File: src/rtl/i2c_master_writer.sv
// I2C master write engine: on start, issues START, sends the 7-bit address
// with W=0, drains the byte-wide TX FIFO onto the bus one byte per ACK,
// then issues STOP. SCL/SDA are open-drain, driven through output enables.
module i2c_master_writer #(
  parameter int CLK_DIV    = 250,
  parameter int DATA_WIDTH = 8
) (
  input  logic                  clk,
  input  logic                  rst_n,
  input  logic                  start,
  input  logic [6:0]            slave_addr,
  input  logic [DATA_WIDTH-1:0] fifo_data,
  input  logic                  fifo_empty,
  output logic                  fifo_read_en,
  output logic                  scl_oe,
  output logic                  sda_oe,
  input  logic                  sda_in,
  output logic                  busy,
  output logic                  done,
  output logic                  nack,
  output logic [7:0]            byte_count
);

  localparam int DIV_W = (CLK_DIV > 2) ? $clog2(CLK_DIV) : 1;

  localparam logic [2:0] S_IDLE     = 3'd0;
  localparam logic [2:0] S_START    = 3'd1;
  localparam logic [2:0] S_ADDR     = 3'd2;
  localparam logic [2:0] S_ADDR_ACK = 3'd3;
  localparam logic [2:0] S_FETCH    = 3'd4;
  localparam logic [2:0] S_DATA     = 3'd5;
  localparam logic [2:0] S_DATA_ACK = 3'd6;
  localparam logic [2:0] S_STOP     = 3'd7;

  logic [2:0]       state, state_n;
  logic [DIV_W-1:0] div, div_n;
  logic [1:0]       qtr, qtr_n;
  logic [2:0]       bit_idx, bit_idx_n;
  logic [2:0]       fcnt, fcnt_n;
  logic [6:0]       addr_r, addr_n;
  logic [7:0]       sh, sh_n;
  logic             ack_smp, ack_smp_n;
  logic             nack_flag, nack_flag_n;
  logic [7:0]       byte_count_n;
  logic             busy_n, done_n, nack_n, rd_n;
  logic [1:0]       drive_n;
  logic             qtick, bit_end;

  // Saturating increment for the ACKed-byte counter.
  function automatic logic [7:0] sat_inc(input logic [7:0] v);
    return (v == 8'hFF) ? v : v + 8'd1;
  endfunction

  // Line drive {scl_oe, sda_oe} for a given state, quarter and data bit.
  function automatic logic [1:0] line_drive(input logic [2:0] st,
                                            input logic [1:0] q,
                                            input logic       b);
    logic [1:0] d;
    d = 2'b00;
    case (st)
      S_START:                d = (q == 2'd2) ? 2'b01 : ((q == 2'd3) ? 2'b11 : 2'b00);
      S_ADDR, S_DATA:         d = {~q[1], ~b};
      S_ADDR_ACK, S_DATA_ACK: d = {~q[1], 1'b0};
      S_FETCH:                d = 2'b10;
      S_STOP:                 d = (q == 2'd0) ? 2'b11 : ((q == 2'd1) ? 2'b01 : 2'b00);
      default:                d = 2'b00;
    endcase
    return d;
  endfunction

  assign qtick   = (div == DIV_W'(CLK_DIV - 1));
  assign bit_end = qtick && (qtr == 2'd3);

  // Next-state logic: quarter divider, bit sequencing, FIFO fetch, status.
  always_comb begin
    state_n      = state;
    div_n        = div;
    qtr_n        = qtr;
    bit_idx_n    = bit_idx;
    fcnt_n       = fcnt;
    addr_n       = addr_r;
    sh_n         = sh;
    ack_smp_n    = ack_smp;
    nack_flag_n  = nack_flag;
    byte_count_n = byte_count;
    busy_n       = busy;
    done_n       = 1'b0;
    nack_n       = nack;
    rd_n         = 1'b0;

    if (state != S_IDLE && state != S_FETCH) begin
      if (qtick) begin
        div_n = '0;
        qtr_n = qtr + 2'd1;
      end else begin
        div_n = div + DIV_W'(1);
      end
    end

    case (state)
      S_IDLE: begin
        div_n = '0;
        qtr_n = 2'd0;
        // The done cycle itself still counts as busy-adjacent: start ignored.
        if (start && !done) begin
          addr_n       = slave_addr;
          busy_n       = 1'b1;
          byte_count_n = 8'd0;
          nack_flag_n  = 1'b0;
          nack_n       = 1'b0;
          state_n      = S_START;
        end
      end
      S_START: begin
        if (bit_end) begin
          sh_n      = {addr_r, 1'b0};
          bit_idx_n = 3'd7;
          state_n   = S_ADDR;
        end
      end
      S_ADDR, S_DATA: begin
        if (bit_end) begin
          sh_n = {sh[6:0], 1'b0};
          if (bit_idx == 3'd0)
            state_n = (state == S_ADDR) ? S_ADDR_ACK : S_DATA_ACK;
          else
            bit_idx_n = bit_idx - 3'd1;
        end
      end
      S_ADDR_ACK, S_DATA_ACK: begin
        if (qtick && qtr == 2'd2)
          ack_smp_n = sda_in;
        if (bit_end) begin
          if (ack_smp) begin
            nack_flag_n = 1'b1;
            state_n     = S_STOP;
          end else begin
            if (state == S_DATA_ACK)
              byte_count_n = sat_inc(byte_count);
            fcnt_n  = 3'd0;
            state_n = S_FETCH;
          end
        end
      end
      S_FETCH: begin
        // fcnt 0-1: let the FIFO flag settle; 2: check/pop; 3: pop visible
        // to FIFO; 4: popped word is on fifo_data and gets captured.
        div_n  = '0;
        qtr_n  = 2'd0;
        fcnt_n = fcnt + 3'd1;
        if (fcnt == 3'd2) begin
          if (fifo_empty)
            state_n = S_STOP;
          else
            rd_n = 1'b1;
        end else if (fcnt == 3'd4) begin
          sh_n      = fifo_data[7:0];
          bit_idx_n = 3'd7;
          state_n   = S_DATA;
        end
      end
      S_STOP: begin
        if (bit_end) begin
          busy_n  = 1'b0;
          done_n  = 1'b1;
          nack_n  = nack_flag;
          state_n = S_IDLE;
        end
      end
      default: state_n = S_IDLE;
    endcase

    drive_n = line_drive(state_n, qtr_n, sh_n[7]);
  end

  // Control and output registers; outputs are registered so the pads never glitch.
  always_ff @(posedge clk) begin
    if (!rst_n) begin
      state        <= S_IDLE;
      div          <= '0;
      qtr          <= 2'd0;
      bit_idx      <= 3'd0;
      fcnt         <= 3'd0;
      ack_smp      <= 1'b0;
      nack_flag    <= 1'b0;
      byte_count   <= 8'd0;
      busy         <= 1'b0;
      done         <= 1'b0;
      nack         <= 1'b0;
      fifo_read_en <= 1'b0;
      scl_oe       <= 1'b0;
      sda_oe       <= 1'b0;
    end else begin
      state        <= state_n;
      div          <= div_n;
      qtr          <= qtr_n;
      bit_idx      <= bit_idx_n;
      fcnt         <= fcnt_n;
      ack_smp      <= ack_smp_n;
      nack_flag    <= nack_flag_n;
      byte_count   <= byte_count_n;
      busy         <= busy_n;
      done         <= done_n;
      nack         <= nack_n;
      fifo_read_en <= rd_n;
      scl_oe       <= drive_n[1];
      sda_oe       <= drive_n[0];
    end
  end

  // Address and shift register hold data only; no reset needed.
  always_ff @(posedge clk) begin
    addr_r <= addr_n;
    sh     <= sh_n;
  end

endmodule

File: config.mk
export PLATFORM = sky130hd
export DESIGN_NAME = i2c_master_writer
export DESIGN_NICKNAME = d
export VERILOG_FILES = /design/src/rtl/i2c_master_writer.sv
export SDC_FILE = /design/constraint.sdc
export NUM_CORES = 1
export LEC_CHECK = 0
export CAP_MARGIN = 30
export CORE_MARGIN = 2
export CORE_UTILIZATION = 45
export CTS_CLUSTER_SIZE = 20
export DETAILED_ROUTE_END_ITERATION = 6
export HOLD_SLACK_MARGIN = 0.06
export MAX_ROUTING_LAYER = met4
export PLACE_DENSITY = 0.75
export SLEW_MARGIN = 15
export SYNTH_ARGS = -nofsm -noshare
export SYNTH_HDL_FRONTEND = slang
export SYNTH_SLANG_ARGS = --single-unit
File: constraint.sdc
create_clock -name clk -period 4.6 [get_ports clk]
set_input_delay 0.46 -clock clk [delete_from_list [all_inputs] [get_ports clk]]
set_output_delay 0.46 -clock clk [all_outputs]
set_load 0.01 [all_outputs]
* Word-level counts from Yosys, hierarchy flattened
Index checks and enable logic that the tools add are counted.
Widths: inputs -> output; s select.
** Storage, ports and cells
- Bits in registers :: 50
- Latch bits :: 0
- Bits in writable memories :: 0
- ROM bits :: 0
- Output and inout port bits :: 14
- Word-level logic and storage cells :: 142
- Memories kept :: 0
** Operators by class
- Add/sub/neg operators :: 5
- $mul :: 0
- Div/mod/pow operators :: 0
- $lt $le $gt $ge :: 0
- Equal/unequal tests :: 36
- Shifts and indexed selects :: 0
- Muxes and demuxes :: 52
- Bitwise gates (word level) :: 3
- Reduce and logical (&&, ||, !) cells :: 29
** Operator list (number)
- $mux 8 :: 10
- $mux 3 :: 17
- $eq 3x3->1 const B :: 9
- $ne 2x2->1 const B :: 12
- $pmux 8 s3 :: 1
- $pmux 3 s6 :: 1
- $add 8x1->8 const B :: 2
- $eq 8x8->1 const B :: 2
- $pmux 8 s2 :: 1
- $eq 3x2->1 const B :: 5
- $mux 2 :: 7
- $reduce_and 6->1 :: 2
- $pmux 2 s5 :: 1
- $reduce_or 2->1 :: 5
- $mux 1 :: 9
- $pmux 3 s3 :: 1
- $reduce_and 3->1 :: 3
- $eq 2x2->1 const B :: 4
- $eq 3x1->1 const B :: 2
- $logic_not 3->1 :: 2
- $pmux 1 s2 :: 3
- $pmux 3 s2 :: 1
- $reduce_and 2->1 :: 3
- $reduce_bool 2->1 :: 3
- other kinds (13) :: 19

* Depth between registers and ports, before layout
- Word-level depth :: 8
- Depth in mapped cells :: 11
- Depth with buffers taken out :: 10

* Least setup slack after synthesis
No wires, ideal clock.
- Kind :: register to register
- Start point :: register div[0]
- End point :: register bit_idx[1]
- Setup time :: 0.095 ns
- Arrival :: 1.954 ns
- Path slack :: 2.551 ns
- Stages on the path, launching flop included :: 10
- Path buffers :: 1
- Cell sequence :: dfxtp_1 -> ha_1 -> and4b_1 -> and3_2 -> buf_6 -> nand2_1 -> a22o_1 -> inv_1 -> o21ai_0 -> a221oi_1
** On the way
- Word-level cells in the longest chain between the ends :: 4
- Elaborated cells on any way between the ends :: 5
- Those cells by class :: eq/ne: 3; reduce/logical: 2
** RTL lines
- from (decl) :: RTL line 36 : logic [DIV_W-1:0] div, div_n;
- from (signal assigned) :: RTL line 195 : div <= div_n;
- $eq 8x8->1 * :: RTL line 71 : assign qtick = (div == DIV_W'(CLK_DIV - 1));
- $logic_and 1x1->1 * :: RTL line 72 : assign bit_end = qtick && (qtr == 2'd3);
- $ne 2x2->1 (no source line)
- $reduce_and 6->1 (no source line) *
- to (signal assigned) :: RTL line 197 : bit_idx <= bit_idx_n;
- to (decl) :: RTL line 38 : logic [2:0] bit_idx, bit_idx_n;
Mark *: on every way between the ends. The rest lies on a longest branch, timed or not.
A chain may end at the register's enable or synchronous reset.

* Worst setup path in the final report
- Start point :: register state[1]
- End point :: register scl_oe
** On the way
- Word-level cells in the longest chain between the ends :: 8
- Elaborated cells on any way between the ends :: 44
- Those cells by class :: eq/ne: 17; mux: 17; bitwise: 1; reduce/logical: 9
** RTL lines
- from (decl) :: RTL line 35 : logic [2:0] state, state_n;
- from (signal assigned) :: RTL line 194 : state <= state_n;
- $eq 3x2->1 (tied with other cells) :: RTL line 100, 125
- $mux 3 / $logic_and 1x1->1 (equally long branches) :: RTL line 125, 91
- $mux 3 / $mux 2 (equally long branches) :: RTL line 124, 91
- $mux 3 / $mux 2 (equally long branches) :: RTL line 122, 100
- $pmux 3 s6 / $eq 2x2->1 (equally long branches) :: RTL line 100, 61
- $eq 3x2->1 (tied with other cells) :: RTL line 60 : case (st)
- $reduce_or 2->1 / $mux 2 (equally long branches) :: RTL line 60, 61
- $pmux 2 s5 * :: RTL line 60
- to (signal assigned) :: RTL line 206 : scl_oe <= drive_n[1];
- to (decl) :: RTL line 15 : output logic scl_oe,
Marks and branches as above.

==> summary.txt <==
Floorplanning
  – Die W: 79.22 µm
  – Die Y-Extent: 79.22 µm
  – Num ports: 34
  – Core box area: 5473 µm²
  – Floorplan row count: 27
  – Starting Density: 46.52%
  – Die Area: 6276 µm²

Route
  – DR WL/cell: 13.71 µm
  – Vias: 2003
  – Drt drc: 0
  – Final wirelength: 5.209 mm
  – Antenna-violating nets left: 0
  – 1st-iter DRT viols: 142
  – Vias per cell: 5.271
  – Drt pass-1 iters: 4

Critical path
  – CP Launch Point: state[1]
  – Largest incremental delay on the critical path: 0.66 ns
  – Crit path capture: scl_oe
  – R2R Path Start: state[1]
  – Startpoint types: flip-flop
  – Critical-path cell list: nor3b_4 -> a21oi_1 -> a21oi_1 -> o22ai_1 -> a21oi_1 -> o211ai_1 -> and4_1
  – Max stage delay cell, worst path: dfxtp_1
  – Worst path required time: 4.81 ns
  – CP endpoint kind: flip-flop
  – Crit path kind: flip-flop to flip-flop
  – CP arrival: 2.76 ns
  – Crit path max fanout: 16
  – Worst r2r dst: scl_oe
  – Critical path's most frequent cell: a21oi_1
  – R2R cell count: 7
  – R2r setup slk: 2.04 ns

Timing
  – Final min period: 2.556 ns
  – Hold WS: 0.4666 ns
  – Slew HR: 49.92%
  – RSZ-0062 raised after global routing: false
  – Fin Setup TNS: 0 ns
  – Worst Max-Slew Pin Slew: 0.7502 ns
  – Post-Route Skew: 0.009222 ns
  – Final slew viol count: 0
  – Final Hold Fails: 0
  – Final setup fails: 0
  – FMAX: 0.3913 GHz
  – Tcrit/Tclk final: 55.56%

Outcome
  – Status: completed

Cells and area
  – Final core utilization: 55.33%
  – Synthesis-to-layout area growth: 18.92%
  – Register Area: 1141 µm²
  – Fillers: 506
  – Nets: 337
  – N_diodes: 0
  – Fin cells: 380
  – Share of layout cells above drive strength 1: 5.195%
  – Area occupied by multi-input gates: 1308 µm²

Power
  – Static leakage: 1.089 nW
  – PD cells: 274.6 nW/µm²
  – Max VDD drop: 0.1439 mV
  – PnR Total Power: 0.8316 mW

Place
  – DP HPWL: 3.729 mm
  – # port buffers: 33
  – Placed cells: 372
  – GP Congestion: 0.8133

Clock tree
  – Root buffer cell: clkbuf_8
  – CTS Buf Count: 5
  – Post-CTS setup buffer count: 0
  – H-tree Lvls: 2
  – Cts hold-fix bufs: 0
  – Sink Count: 50
  – Resize count post-CTS: 0
  – CTS Buffer Depth: 2
  – Clock-pin slew on the worst setup and hold paths: 0.09 ns
  – CTS tree: done
  – Clk_lat worst skew: 0.30 ns

GRT
  – Vias in the first global route: 1895
  – Initial antenna violation count: 0
  – Largest net degree at the start of global routing: 21
  – Congestion Overflow GR: 0
  – First-pass GRT wire length: 8.700 mm
  – Overall routing resource usage: 18.28%

Logic synthesis
  – Post-synth EDFFs: 14
  – Cells after Synth: 276
  – Average cell area after synthesis: 9.225 µm²
  – Synth Flop Type: dfxtp_1
  – Synth Cell Area: 2546 µm²
  – Syn Nets: 306
  – Sequential share of the synthesized area: 44.82%
  – FF+latch count, synth: 50
  – Synth unique cells: 50
  – Synth warnings: 0
  – Async S/R FF share, synth: 0%

Hold path
  – Worst hold path depth: 2
  – HP Class: flip-flop to flip-flop

Job
  – # Max-Cap Violations: 0
## critical path: cells and delay by family, from the launching register on
family          cells  cell delay [ns]
compound gates      5             1.08
flops               1             0.66
simple gates        2             0.72
## worst min-delay path by stage
stage | startpoint | to
6_report | nack_flag | nack_flag
5_1_grt | busy | busy
4_1_cts | nack_flag | nack_flag
3_5_place_dp | nack_flag | nack_flag
3_3_place_gp | busy | busy
2_1_floorplan | nack_flag | nack_flag
## stage by stage
stage	worst slack [ns]	cell area [µm²]
floorplan	2.551	2546
global placement	2.155	2925
detailed placement	2.096	2925
CTS	2.088	3028
global route	1.764	3028
finish	2.044	3028
## cell usage after synthesis (all sizes together) (2+ instances only)
cell | n | area share [%]
a31oi | 4 | 0.98
a211oi | 4 | 1.9
nor2b | 5 | 1.2
dfxtp | 36 | 28
ha | 10 | 4.9
xnor2 | 5 | 1.7
nor4 | 2 | 0.49
nand3 | 5 | 0.98
and2 | 8 | 2.0
or3 | 2 | 0.49
o21ai | 11 | 2.2
edfxtp | 14 | 17
inv | 13 | 1.9
o211ai | 2 | 0.59
mux2i | 13 | 5.1
a21oi | 19 | 3.7
nor3b | 2 | 1.0
nand2 | 24 | 3.5
clkbuf | 4 | 0.59
a211o | 2 | 0.69
xor2 | 10 | 3.4
nor2 | 37 | 5.6
nand2b | 5 | 1.2
nand4 | 8 | 2.0
nor3 | 5 | 0.98
buf | 6 | 1.3
and3 | 4 | 1.0
## layout make-up
class                           instances  area share, %
Multi-Input combinational cell        203          43.18
Sequential cell                        50          37.69
Timing Repair Buffer                   34          11.16
Clock buffer                            8          3.388
Tap cell                               72          2.975
Inverter                               13          1.612
## cell families (layout without fill, tap and decap cells)
group	after synthesis	count (layout)	synth area share [%]
mux	13	13	5.110
buf+inv	23	55	3.833
simple gates	112	112	22.11
flops	50	50	44.82
fa+ha+maj	10	10	4.914
compound gates	53	53	14.05
xor+xnor	15	15	5.159
## cells in the final DEF, fill, tap and decap left out, types with 2 or more instances in the layout
cell,n
nor2_1,36
dfxtp_1,36
clkdlybuf4s50_1,33
nand2_1,24
a21oi_1,19
edfxtp_1,14
inv_1,13
mux2i_1,13
o21ai_0,11
xor2_1,10
ha_1,10
and2_1,8
nand4_1,8
nor2b_1,5
nand2b_1,5
nand3_1,5
xnor2_1,5
nor3_1,5
clkbuf_8,5
a31oi_1,4
and3_1,3
a211oi_1,2
or3_1,2
nor4_1,2
o211ai_1,2
a211o_1,2
## per-layer routing
| layer | GRT usage, % | part of all wire, % | vias up |
|---|---|---|---|
| met5 | - | 0 | - |
| met2 | 28.56 | 48 | 49 |
| met4 | 6.897 | 1.5 | 0 |
| met1 | 23.58 | 47 | 911 |
| met3 | 3.636 | 4.1 | 8 |
| li1 | - | - | 1035 |
## sequential cells by signal, indices dropped and copies added, names as in the netlist
signal and cells:
ack_smp 1, addr_r 7, bit_idx 3, busy 1, byte_count 8, div 8, done 1, fcnt 3
fifo_read_en 1, nack 1, nack_flag 1, qtr 2, scl_oe 1, sda_oe 1, sh 8, state 3
## power by group
group          total, mW  internal (mW)  leakage [nW]  switching (mW)
Combinational     0.0726         0.0345         0.607          0.0381
Sequential         0.475          0.465         0.428          0.0101
Clock              0.284          0.143        0.0536           0.141
Note: power is estimated with default switching activity, not from simulation.
==> variant: new RTL, same flow settings <==
`CLK_DIV`: 250 -> 500.
--- a/src/rtl/i2c_master_writer.sv
+++ b/src/rtl/i2c_master_writer.sv
@@ -4,3 +4,3 @@
 module i2c_master_writer #(
-  parameter int CLK_DIV    = 250,
+  parameter int CLK_DIV    = 500,
   parameter int DATA_WIDTH = 8
Check against the original RTL: same outputs for any inputs over 10 cycles, from zero or initial values and one cycle with rst_n low; that may be too few to reach the edited logic, so the function may still have changed.
==> variant against the unedited design <==
Utilization down 2.0 points. Global-route usage increased by 0.31 points. Design area increased by 2.5%. Synthesized area increased by 5.0%. Worst setup slack got worse by 0.092 ns. Non-clock buffer count decreased by 1. Highest routed layer unchanged. Wire length up 8.1%. Power fell by 7.4%. Sequential power decreased by 0.8%. Critical path type unchanged. First-iteration DRC count fell by 5.6%. Sequential cell count rose by 1. Largest cell class unchanged. Sequential share of layout area down 0.27 points.
==> variant: results (changes against the unedited design) <==
status: completed
Seq power: 471 uW (-0.8%)
top flop regs: div x9, byte_count x8, sh x8
vias after detailed routing: 2215 (+11%)
fraction of area in multi-input gates: 44.72% (+1.5 points)
vias in the first global route: 2042 (+7.8%)
# fillers: 560 (+11%)
fin area: 0.003103 sq mm (+2.5%)
Final Wtd Congestion: 0.8434 (+3.7%)
worst slew pin tran: 0.8649 ns (+0.1147 ns)
CP max FO: 24 (+8)
CP top delay family: simple AND/OR/NAND/NOR gates
Placed Cells incl. Taps: 393 (+5.6%)
DRT iter0 DRCs: 134 (-5.6%)
switch share: 22.63% (-0.13 points)
Hold Path End: nack
DP Wirelength: 4.039 mm (+8.3%)
nets@finish: 354 (+5.0%)
total chip power: 770.4 uW (-7.4%)
inverters: 12 (-1)
met2 GRT Util: 31.16% (+2.6 points)
Distinct cells, synth: 53 (+6.0%)
Crit path arrival time: 2.86 ns (+0.10 ns)
largest net degree at the start of global routing: 25 (+19%)
GR Util met1: 22.76% (-0.82 points)
FFs & Latches: 51 (+2.0%)
GR Layer Usage met3: 3.222% (-0.41 points)
cells after synthesis: 302 (+9.4%)
Clock buf/inv share: 2.742% (-0.65 points)
synth cell count leaders: 41 x nor2_1, 37 x dfxtp_1, 20 x a21oi_1, 20 x nand2_1, 14 x edfxtp_1
## variant: changes by cell type after synthesis, sizes merged, moves of 3 or more
cell    before  now
mux2i       13    1
nand3        5   14
clkbuf       4   12
a22oi        0    6
nor2        37   42
and3         4    8
nand2       24   20
and2         8    5
nand3b       1    4
nor3         5    8
## variant: worst max-delay path by stage
stage             end      from  slack [ns]  cells after the start
2_1_floorplan  scl_oe    div[0]        2.59                      8
3_3_place_gp   sda_oe  state[2]        2.10                      6
3_5_place_dp   sda_oe  state[2]        2.01                      6
4_1_cts        sda_oe  state[2]        1.98                      6
5_1_grt        sda_oe  state[2]        1.73                      6
6_report       sda_oe  state[2]        1.95                      6
## variant: cell families after synthesis
| family | synth area share, % |
|---|---|
| simple gates | 26.17 |
| flops | 43.45 |
| mux | 0.3745 |
| compound gates | 16.25 |
| buf+inv | 4.635 |
| fa+ha+maj | 4.214 |
| xor+xnor | 4.916 |
